--- src/rtl/tbus_arbiter_if.sv ---
// Trinity bus channel: request fields flow master->slave; ready, read data
// and the completion pulse flow slave->master.
interface tbus_arbiter_if #(
   parameter int ADDR_W   = 64,
   parameter int DATA_W   = 64,
   parameter int OPTYPE_W = 2
);
   logic                index_valid;
   logic                index_ready;
   logic [ADDR_W-1:0]   index;
   logic [DATA_W-1:0]   write_data;
   logic [DATA_W-1:0]   write_mask;
   logic [OPTYPE_W-1:0] operation_type;
   logic [DATA_W-1:0]   read_data;
   logic                operation_done;

   modport master (
      output index_valid, index, write_data, write_mask, operation_type,
      input  index_ready, read_data, operation_done
   );

   modport slave (
      input  index_valid, index, write_data, write_mask, operation_type,
      output index_ready, read_data, operation_done
   );
endinterface

--- src/rtl/tbus_arbiter.sv ---
// Round-robin arbiter sharing one tbus slave between instruction fetch (m0)
// and the LSU (m1); one transaction in flight, with a completion watchdog.
module tbus_arbiter #(
   parameter int ADDR_W      = 64,
   parameter int DATA_W      = 64,
   parameter int OPTYPE_W    = 2,
   parameter int TIMEOUT_CYC = 1024
) (
   input  logic           clock,
   input  logic           reset_n,
   tbus_arbiter_if.slave  m0,
   tbus_arbiter_if.slave  m1,
   tbus_arbiter_if.master s,
   output logic           owner,
   output logic           busy,
   output logic           timeout_err
);
   localparam int CNT_W = (TIMEOUT_CYC > 1) ? $clog2(TIMEOUT_CYC + 1) : 1;

   typedef enum logic [1:0] {
      ST_IDLE        = 2'd0,
      ST_PENDING     = 2'd1,
      ST_OUTSTANDING = 2'd2
   } state_t;

   state_t              state_r;
   logic                owner_r;
   logic                last_grant_r;
   logic                busy_r;
   logic                timeout_err_r;
   logic [CNT_W-1:0]    wdg_cnt_r;

   logic                sel_s;
   logic                sel_valid_s;
   logic [ADDR_W-1:0]   sel_index_s;
   logic [DATA_W-1:0]   sel_wdata_s;
   logic [DATA_W-1:0]   sel_wmask_s;
   logic [OPTYPE_W-1:0] sel_optype_s;
   logic                fire_s;
   logic                ready_route_s;
   logic                done_route_s;
   logic                wdg_run_s;
   logic                wdg_hit_s;

   // Requester selection: arbitrate only in IDLE, otherwise stay locked on the owner
   always_comb begin
      sel_s = owner_r;
      if (state_r == ST_IDLE) begin
         if (m0.index_valid && m1.index_valid) begin
            sel_s = ~last_grant_r;
         end else begin
            sel_s = m1.index_valid;
         end
      end else begin
         sel_s = owner_r;
      end
   end

   // Request field mux and handshake routing toward the selected requester
   always_comb begin
      sel_valid_s  = m0.index_valid;
      sel_index_s  = m0.index;
      sel_wdata_s  = m0.write_data;
      sel_wmask_s  = m0.write_mask;
      sel_optype_s = m0.operation_type;
      if (sel_s) begin
         sel_valid_s  = m1.index_valid;
         sel_index_s  = m1.index;
         sel_wdata_s  = m1.write_data;
         sel_wmask_s  = m1.write_mask;
         sel_optype_s = m1.operation_type;
      end else begin
         sel_valid_s  = m0.index_valid;
      end
      fire_s        = (state_r != ST_OUTSTANDING) && sel_valid_s && s.index_ready;
      ready_route_s = s.index_ready &&
                      ((state_r == ST_PENDING) || ((state_r == ST_IDLE) && sel_valid_s));
      done_route_s  = s.operation_done && ((state_r == ST_OUTSTANDING) || fire_s);
   end

   // Watchdog: the flag becomes visible during the TIMEOUT_CYC-th OUTSTANDING cycle
   always_comb begin
      wdg_run_s = (state_r == ST_OUTSTANDING) && (int'(wdg_cnt_r) < TIMEOUT_CYC);
      wdg_hit_s = 1'b0;
      if (TIMEOUT_CYC == 1) begin
         wdg_hit_s = fire_s && !s.operation_done;
      end else if (TIMEOUT_CYC > 1) begin
         wdg_hit_s = (state_r == ST_OUTSTANDING) && !s.operation_done &&
                     ((int'(wdg_cnt_r) + 32'sd2) == TIMEOUT_CYC);
      end else begin
         wdg_hit_s = 1'b0;
      end
   end

   // Transaction FSM with owner, round-robin history, busy and watchdog state
   always_ff @(posedge clock or negedge reset_n) begin
      if (!reset_n) begin
         state_r       <= ST_IDLE;
         owner_r       <= 1'b0;
         last_grant_r  <= 1'b1;
         busy_r        <= 1'b0;
         timeout_err_r <= 1'b0;
         wdg_cnt_r     <= {CNT_W{1'b0}};
      end else begin
         if (wdg_hit_s) begin
            timeout_err_r <= 1'b1;
         end
         case (state_r)
            ST_IDLE: begin
               if (sel_valid_s) begin
                  owner_r      <= sel_s;
                  last_grant_r <= sel_s;
                  if (fire_s && s.operation_done) begin
                     state_r <= ST_IDLE;
                     busy_r  <= 1'b0;
                  end else if (fire_s) begin
                     state_r   <= ST_OUTSTANDING;
                     busy_r    <= 1'b1;
                     wdg_cnt_r <= {CNT_W{1'b0}};
                  end else begin
                     state_r <= ST_PENDING;
                     busy_r  <= 1'b1;
                  end
               end
            end
            ST_PENDING: begin
               if (fire_s && s.operation_done) begin
                  state_r <= ST_IDLE;
                  busy_r  <= 1'b0;
               end else if (fire_s) begin
                  state_r   <= ST_OUTSTANDING;
                  wdg_cnt_r <= {CNT_W{1'b0}};
               end else if (!sel_valid_s) begin
                  state_r <= ST_IDLE;
                  busy_r  <= 1'b0;
               end
            end
            ST_OUTSTANDING: begin
               if (s.operation_done) begin
                  state_r <= ST_IDLE;
                  busy_r  <= 1'b0;
               end else if (wdg_run_s) begin
                  wdg_cnt_r <= wdg_cnt_r + CNT_W'(1);
               end
            end
            default: begin
               state_r <= ST_IDLE;
               busy_r  <= 1'b0;
            end
         endcase
      end
   end

   // Everything toward the masters and the slave is forced low while in reset
   assign s.index_valid     = reset_n && (state_r != ST_OUTSTANDING) && sel_valid_s;
   assign s.index           = reset_n ? sel_index_s  : {ADDR_W{1'b0}};
   assign s.write_data      = reset_n ? sel_wdata_s  : {DATA_W{1'b0}};
   assign s.write_mask      = reset_n ? sel_wmask_s  : {DATA_W{1'b0}};
   assign s.operation_type  = reset_n ? sel_optype_s : {OPTYPE_W{1'b0}};
   assign m0.index_ready    = reset_n && ready_route_s && !sel_s;
   assign m1.index_ready    = reset_n && ready_route_s && sel_s;
   assign m0.operation_done = reset_n && done_route_s && !sel_s;
   assign m1.operation_done = reset_n && done_route_s && sel_s;
   assign m0.read_data      = (reset_n && done_route_s && !sel_s) ? s.read_data : {DATA_W{1'b0}};
   assign m1.read_data      = (reset_n && done_route_s && sel_s)  ? s.read_data : {DATA_W{1'b0}};
   assign owner             = owner_r;
   assign busy              = busy_r;
   assign timeout_err       = timeout_err_r;
endmodule

--- src/flat_wrapper.sv ---
// flat-port wrapper written by rule: the top's interface ports become plain ports
module tbus_arbiter_flat 
#(
   parameter int ADDR_W      = 64,
   parameter int DATA_W      = 64,
   parameter int OPTYPE_W    = 2,
   parameter int TIMEOUT_CYC = 1024
)
  (clock, reset_n, owner, busy, timeout_err, m0_index_valid, m0_index, m0_write_data, m0_write_mask, m0_operation_type, m0_index_ready, m0_read_data, m0_operation_done, m1_index_valid, m1_index, m1_write_data, m1_write_mask, m1_operation_type, m1_index_ready, m1_read_data, m1_operation_done, s_index_valid, s_index, s_write_data, s_write_mask, s_operation_type, s_index_ready, s_read_data, s_operation_done);
  tbus_arbiter_if #(.ADDR_W(ADDR_W), .DATA_W(DATA_W), .OPTYPE_W(OPTYPE_W)) m0_i ();
  tbus_arbiter_if #(.ADDR_W(ADDR_W), .DATA_W(DATA_W), .OPTYPE_W(OPTYPE_W)) m1_i ();
  tbus_arbiter_if #(.ADDR_W(ADDR_W), .DATA_W(DATA_W), .OPTYPE_W(OPTYPE_W)) s_i ();
  input  logic clock;
  input  logic reset_n;
  output logic owner;
  output logic busy;
  output logic timeout_err;
  input wire logic [$bits(m0_i.index_valid)-1:0] m0_index_valid;
  input wire logic [$bits(m0_i.index)-1:0] m0_index;
  input wire logic [$bits(m0_i.write_data)-1:0] m0_write_data;
  input wire logic [$bits(m0_i.write_mask)-1:0] m0_write_mask;
  input wire logic [$bits(m0_i.operation_type)-1:0] m0_operation_type;
  output wire logic [$bits(m0_i.index_ready)-1:0] m0_index_ready;
  output wire logic [$bits(m0_i.read_data)-1:0] m0_read_data;
  output wire logic [$bits(m0_i.operation_done)-1:0] m0_operation_done;
  input wire logic [$bits(m1_i.index_valid)-1:0] m1_index_valid;
  input wire logic [$bits(m1_i.index)-1:0] m1_index;
  input wire logic [$bits(m1_i.write_data)-1:0] m1_write_data;
  input wire logic [$bits(m1_i.write_mask)-1:0] m1_write_mask;
  input wire logic [$bits(m1_i.operation_type)-1:0] m1_operation_type;
  output wire logic [$bits(m1_i.index_ready)-1:0] m1_index_ready;
  output wire logic [$bits(m1_i.read_data)-1:0] m1_read_data;
  output wire logic [$bits(m1_i.operation_done)-1:0] m1_operation_done;
  output wire logic [$bits(s_i.index_valid)-1:0] s_index_valid;
  output wire logic [$bits(s_i.index)-1:0] s_index;
  output wire logic [$bits(s_i.write_data)-1:0] s_write_data;
  output wire logic [$bits(s_i.write_mask)-1:0] s_write_mask;
  output wire logic [$bits(s_i.operation_type)-1:0] s_operation_type;
  input wire logic [$bits(s_i.index_ready)-1:0] s_index_ready;
  input wire logic [$bits(s_i.read_data)-1:0] s_read_data;
  input wire logic [$bits(s_i.operation_done)-1:0] s_operation_done;
  assign m0_i.index_valid = m0_index_valid;
  assign m0_i.index = m0_index;
  assign m0_i.write_data = m0_write_data;
  assign m0_i.write_mask = m0_write_mask;
  assign m0_i.operation_type = m0_operation_type;
  assign m0_index_ready = m0_i.index_ready;
  assign m0_read_data = m0_i.read_data;
  assign m0_operation_done = m0_i.operation_done;
  assign m1_i.index_valid = m1_index_valid;
  assign m1_i.index = m1_index;
  assign m1_i.write_data = m1_write_data;
  assign m1_i.write_mask = m1_write_mask;
  assign m1_i.operation_type = m1_operation_type;
  assign m1_index_ready = m1_i.index_ready;
  assign m1_read_data = m1_i.read_data;
  assign m1_operation_done = m1_i.operation_done;
  assign s_index_valid = s_i.index_valid;
  assign s_index = s_i.index;
  assign s_write_data = s_i.write_data;
  assign s_write_mask = s_i.write_mask;
  assign s_operation_type = s_i.operation_type;
  assign s_i.index_ready = s_index_ready;
  assign s_i.read_data = s_read_data;
  assign s_i.operation_done = s_operation_done;
  tbus_arbiter #(.ADDR_W(ADDR_W), .DATA_W(DATA_W), .OPTYPE_W(OPTYPE_W), .TIMEOUT_CYC(TIMEOUT_CYC)) u_core (.clock(clock), .reset_n(reset_n), .m0(m0_i), .m1(m1_i), .s(s_i), .owner(owner), .busy(busy), .timeout_err(timeout_err));
endmodule
--- config.mk ---
export PLATFORM = sky130hd
export DESIGN_NAME = tbus_arbiter_flat
export DESIGN_NICKNAME = d
export VERILOG_FILES = /design/src/rtl/tbus_arbiter_if.sv /design/src/rtl/tbus_arbiter.sv /design/src/flat_wrapper.sv
export SDC_FILE = /design/constraint.sdc
export NUM_CORES = 1
export LEC_CHECK = 0
export ABC_AREA = 0
export CORE_AREA = 2 2 309 311
export DETAILED_ROUTE_END_ITERATION = 6
export DIE_AREA = 0 0 311 313
export PLACE_DENSITY = 0.3
export SLEW_MARGIN = 20
export SYNTH_ARGS = -nofsm -noshare
export SYNTH_HDL_FRONTEND = slang
export SYNTH_SLANG_ARGS = --single-unit
--- constraint.sdc ---
create_clock -name clock -period 5.9 [get_ports clock]
set_clock_uncertainty 0.15 [all_clocks]
set_input_delay 1.18 -clock clock [delete_from_list [all_inputs] [get_ports clock]]
set_output_delay 1.18 -clock clock [all_outputs]
set_load 0.05 [all_outputs]
==> implementation parameters <==
Parameter                              Value

Status
  Status    finished clean

Synthesis
  Sequential element share of the synthesized area    under 10%
  Number of warning messages in the yosys log    0
  Post-synth ARST share    100%
  Syn Nets    1389
  Number of distinct standard cells referenced by the synthesized netlist    50
  Number of enable-type register cells in the synthesized netlist    0
  Synthesized flop and latch total    17
  Post-synth top flop    sky130_fd_sc_hd__dfrtp_1
  Average cell area after synthesis    around 5.6 um2
  Total standard cell area after synthesis    5210 um2
  Number of instances in the synthesized netlist    928

Die
  Initial standard-cell utilization of the core    5.54%
  Overall die area    97300 um2
  Die height    313 um
  Horiz. Die Dim    311 um
  Floorplan row count    113
  Ports    788
  Core area    94200 um2

Worst setup path
  Element type at the critical path end    output port
  Launching element type of the critical path    input pin
  Critical Path Most Common Cell    sky130_fd_sc_hd__clkdlybuf4s50_1
  Worst reg2reg setup slack    approximately 3.4 ns
  Cell count of the worst reg-to-reg path    5
  Capture point of the worst reg-to-reg path    u_core.wdg_cnt_r[5]$_DFFE_PN0P_
  Crit path required time    4.57 ns
  Slowest cell on the critical path    sky130_fd_sc_hd__clkdlybuf4s50_1
  Crit Path Category    in -> out
  Crit path arrival time    4.39 ns
  Ordered list of cells on the worst path    clkdlybuf4s50_1, buf_4, nand2_1, nand3_1, and2_4, nor3_4, and2_1, clkdlybuf4s50_1
  Worst r2r src    u_core.owner$_DFFE_PN0P_
  Critical path fanouts, max    24
  Maximum single-stage delay on the critical path    slightly above 0.8 ns

Drt
  Starting DRC count in detailed routing    between 300 and 400
  Routed Antenna Nets    0
  Number of optimization iterations in the first detailed-route pass    5
  Routed wirelength normalized by instance count    about 18 um
  Vias after detailed routing    about 9k
  Final Routed Wirelength    53.9 mm
  Via count normalized by instance count    3.09
  # DRC    0

STA
  Worst path setup slack after routing    about 0.18 ns
  Worst-case hold slack    0.339 ns
  RSZ-0062 raised after global routing    no
  Hold Vio Cnt, Final    0
  Final critical-path share of the clock period    97.0%
  Post-layout min period    5.72 ns
  Upper clock frequency limit    between 0.15 and 0.2 GHz
  Number of pins with negative max-slew slack in the final report    0
  Setup-failing EPs final    0
  Tightest Pin Transition    0.905 ns
  Slew headroom    39.5%

CTS
  Total of hold buffers inserted after clock tree synthesis    0
  Worst-skew pair later-pin latency    roughly 0.25 ns
  Clock sink total    17
  Clock slew seen by the registers of the worst setup and hold paths    0.06 ns
  Total setup buffers inserted after CTS    0
  Number of buffers created by CTS    3
  Number of buffers on the longest clock path    2
  CTS H-tree depth    1
  CTS tree    yes
  Cell chosen for the clock root    sky130_fd_sc_hd__clkbuf_16

Global routing
  Largest net degree at the start of global routing    164
  Met1 global-route usage    between 10 and 15%
  Global routing met2 resource utilization    18.6%
  Total GRT Usage    between 10% and 20%
  Antenna violations before repair    14
  Number of global-route vias before repair    9499
  Layer with the highest usage    met2
  Wire length of the first global-routing pass    74.1 mm
  Remaining global-route overflow    0
  Met3 Usage GRT    under 10%

Power and ir drop
  Internal power    1.30 mW
  NetSw    2.03 mW
  Sw frac    60.8%
  Combinational share of power    90.6%
  Share of total power in the clock network    4.1%
  Highest ir drop seen on vdd    89.2 uV
  Leak Pwr    6.03 nW
  Sequential fraction of design power    5.2%
  Total power divided by cell area    221 nW/um2

Placed design
  Weighted congestion at the end of routability-driven global placement    0.840
  Half-perimeter wire length after detailed placement    roughly 46 mm
  Setup WS pre-CTS    0.112 ns
  Count of buffers from port buffering    787
  Number of placed cells counting well taps    2929

Final layout
  Nets    2130
  Fraction of final layout cells with drive strength greater than 1    between 10% and 20%
  Post-route non-filler standard cell count    2937
  Commonest cells after routing, fill and taps aside    sky130_fd_sc_hd__clkdlybuf4s50_1, sky130_fd_sc_hd__nand2_1, sky130_fd_sc_hd__buf_4, sky130_fd_sc_hd__a21boi_0, sky130_fd_sc_hd__and2_1
  Area growth from synthesis to layout    189%
  Most common cell after layout, fill and taps aside    sky130_fd_sc_hd__clkdlybuf4s50_1

Worst hold path
  Worst min-delay path endpoint    u_core.timeout_err$_DFFE_PN0P_
  Worst min path class    reg -> reg
  Hold Crit Start    u_core.timeout_err$_DFFE_PN0P_
  Number of cells traversed by the worst hold path    1

Flow run
  Reported max-cap violation count    0
## synth_stat cells, types with 3 or more instances
library cell | count | area share (%)
sky130_fd_sc_hd__a21boi_1 | 3 | 0.43
sky130_fd_sc_hd__o21ai_0 | 9 | 0.86
sky130_fd_sc_hd__buf_4 | 3 | 0.43
sky130_fd_sc_hd__nand2_1 | 408 | 29
sky130_fd_sc_hd__nor2_1 | 8 | 0.58
sky130_fd_sc_hd__inv_1 | 7 | 0.50
sky130_fd_sc_hd__nand3_1 | 8 | 0.77
sky130_fd_sc_hd__mux2i_1 | 4 | 0.77
sky130_fd_sc_hd__ha_1 | 3 | 0.72
sky130_fd_sc_hd__or3_1 | 3 | 0.36
sky130_fd_sc_hd__o31ai_1 | 3 | 0.43
sky130_fd_sc_hd__a21boi_0 | 195 | 28
sky130_fd_sc_hd__nor3_1 | 3 | 0.29
sky130_fd_sc_hd__clkbuf_1 | 79 | 5.7
sky130_fd_sc_hd__dfrtp_1 | 16 | 7.7
sky130_fd_sc_hd__and2_1 | 130 | 16
## per-stage QoR
stage               TNS [ns]  power [mW]  util (%)  cell area (um2)
floorplan                  0        1.84         -             5210
global placement       -2.55        3.26      15.9            15000
detailed placement         0        3.26      15.9            15000
CTS                        0        3.42      16.0            15100
global route               0        3.56      16.0            15100
finish                     0        3.33      16.0            15100
## power by group through the flow
stage,sequential [mW],combinational (mW),clock [mW]
4_1_cts,0.174,3.10,0.144
6_report,0.174,3.02,0.138
2_1_floorplan,0.180,1.66,0
5_1_grt,0.180,3.23,0.151
3_5_place_dp,0.176,3.09,0
3_3_place_gp,0.175,3.09,0
## critical path, delay by kind of cell
family                 cells  cell delay (ns)
buffers and inverters      3             1.60
AND/OR/NAND/NOR            5             1.58
## sequential cells by signal, summed over array words and instances (netlist names)
register             count
u_core.wdg_cnt_r        11
u_core.owner             1
u_core.timeout_err       1
u_core.last_grant_r      1
u_core.busy              1
u_core.state_r           2
## area by class of cell
type / instances / area [um2]
well taps: 1265 / 1580
inverters: 7 / 26.3
clock buffers: 4 / 78.8
diodes: 4 / 10.0
flip-flops and latches: 17 / 427
multi-input cells: 818 / 4440
fillers: 10900 / 79100
repair buffers: 822 / 8520
## cells by family (layout without fill, tap and decap cells)
family,count (synthesis),count (layout),synth area share (%)
and+or+nand+nor,579,579,49.7
DFF,17,17,8.19
adders and majority gates,3,3,0.720
buffers and inverters,93,833,7.20
other,0,4,0
muxes,5,5,0.984
AOI/OAI and AO/OA,231,231,33.2
## repair_timing
item / CTS / global route
resized for setup: 0 / 1
hold endpoints to repair: 0 / 0
setup endpoints to repair: 0 / 1
## metal layers
layer  vias to the layer above  wire length [um]
li1                       4490                 -
met3                        38              5090
met2                       390             27200
met5                         -                77
met1                      4157             21300
met4                        12               318
## worst max path at each step
stage | slack (ns) | end | depth (start not counted) | start
2_1_floorplan | 1.07 | s_index[14] | 9 | m0_index_valid
3_3_place_gp | -0.14 | m1_read_data[20] | 8 | m0_index_valid
3_5_place_dp | 0.11 | s_write_mask[19] | 11 | m0_index_valid
4_1_cts | 0.1 | s_write_mask[19] | 11 | m0_index_valid
5_1_grt | 0.0008 | m1_read_data[16] | 8 | m0_index_valid
6_report | 0.18 | m1_read_data[47] | 8 | m0_index_valid
No activity file was read; power rests on OpenSTA's default activity.
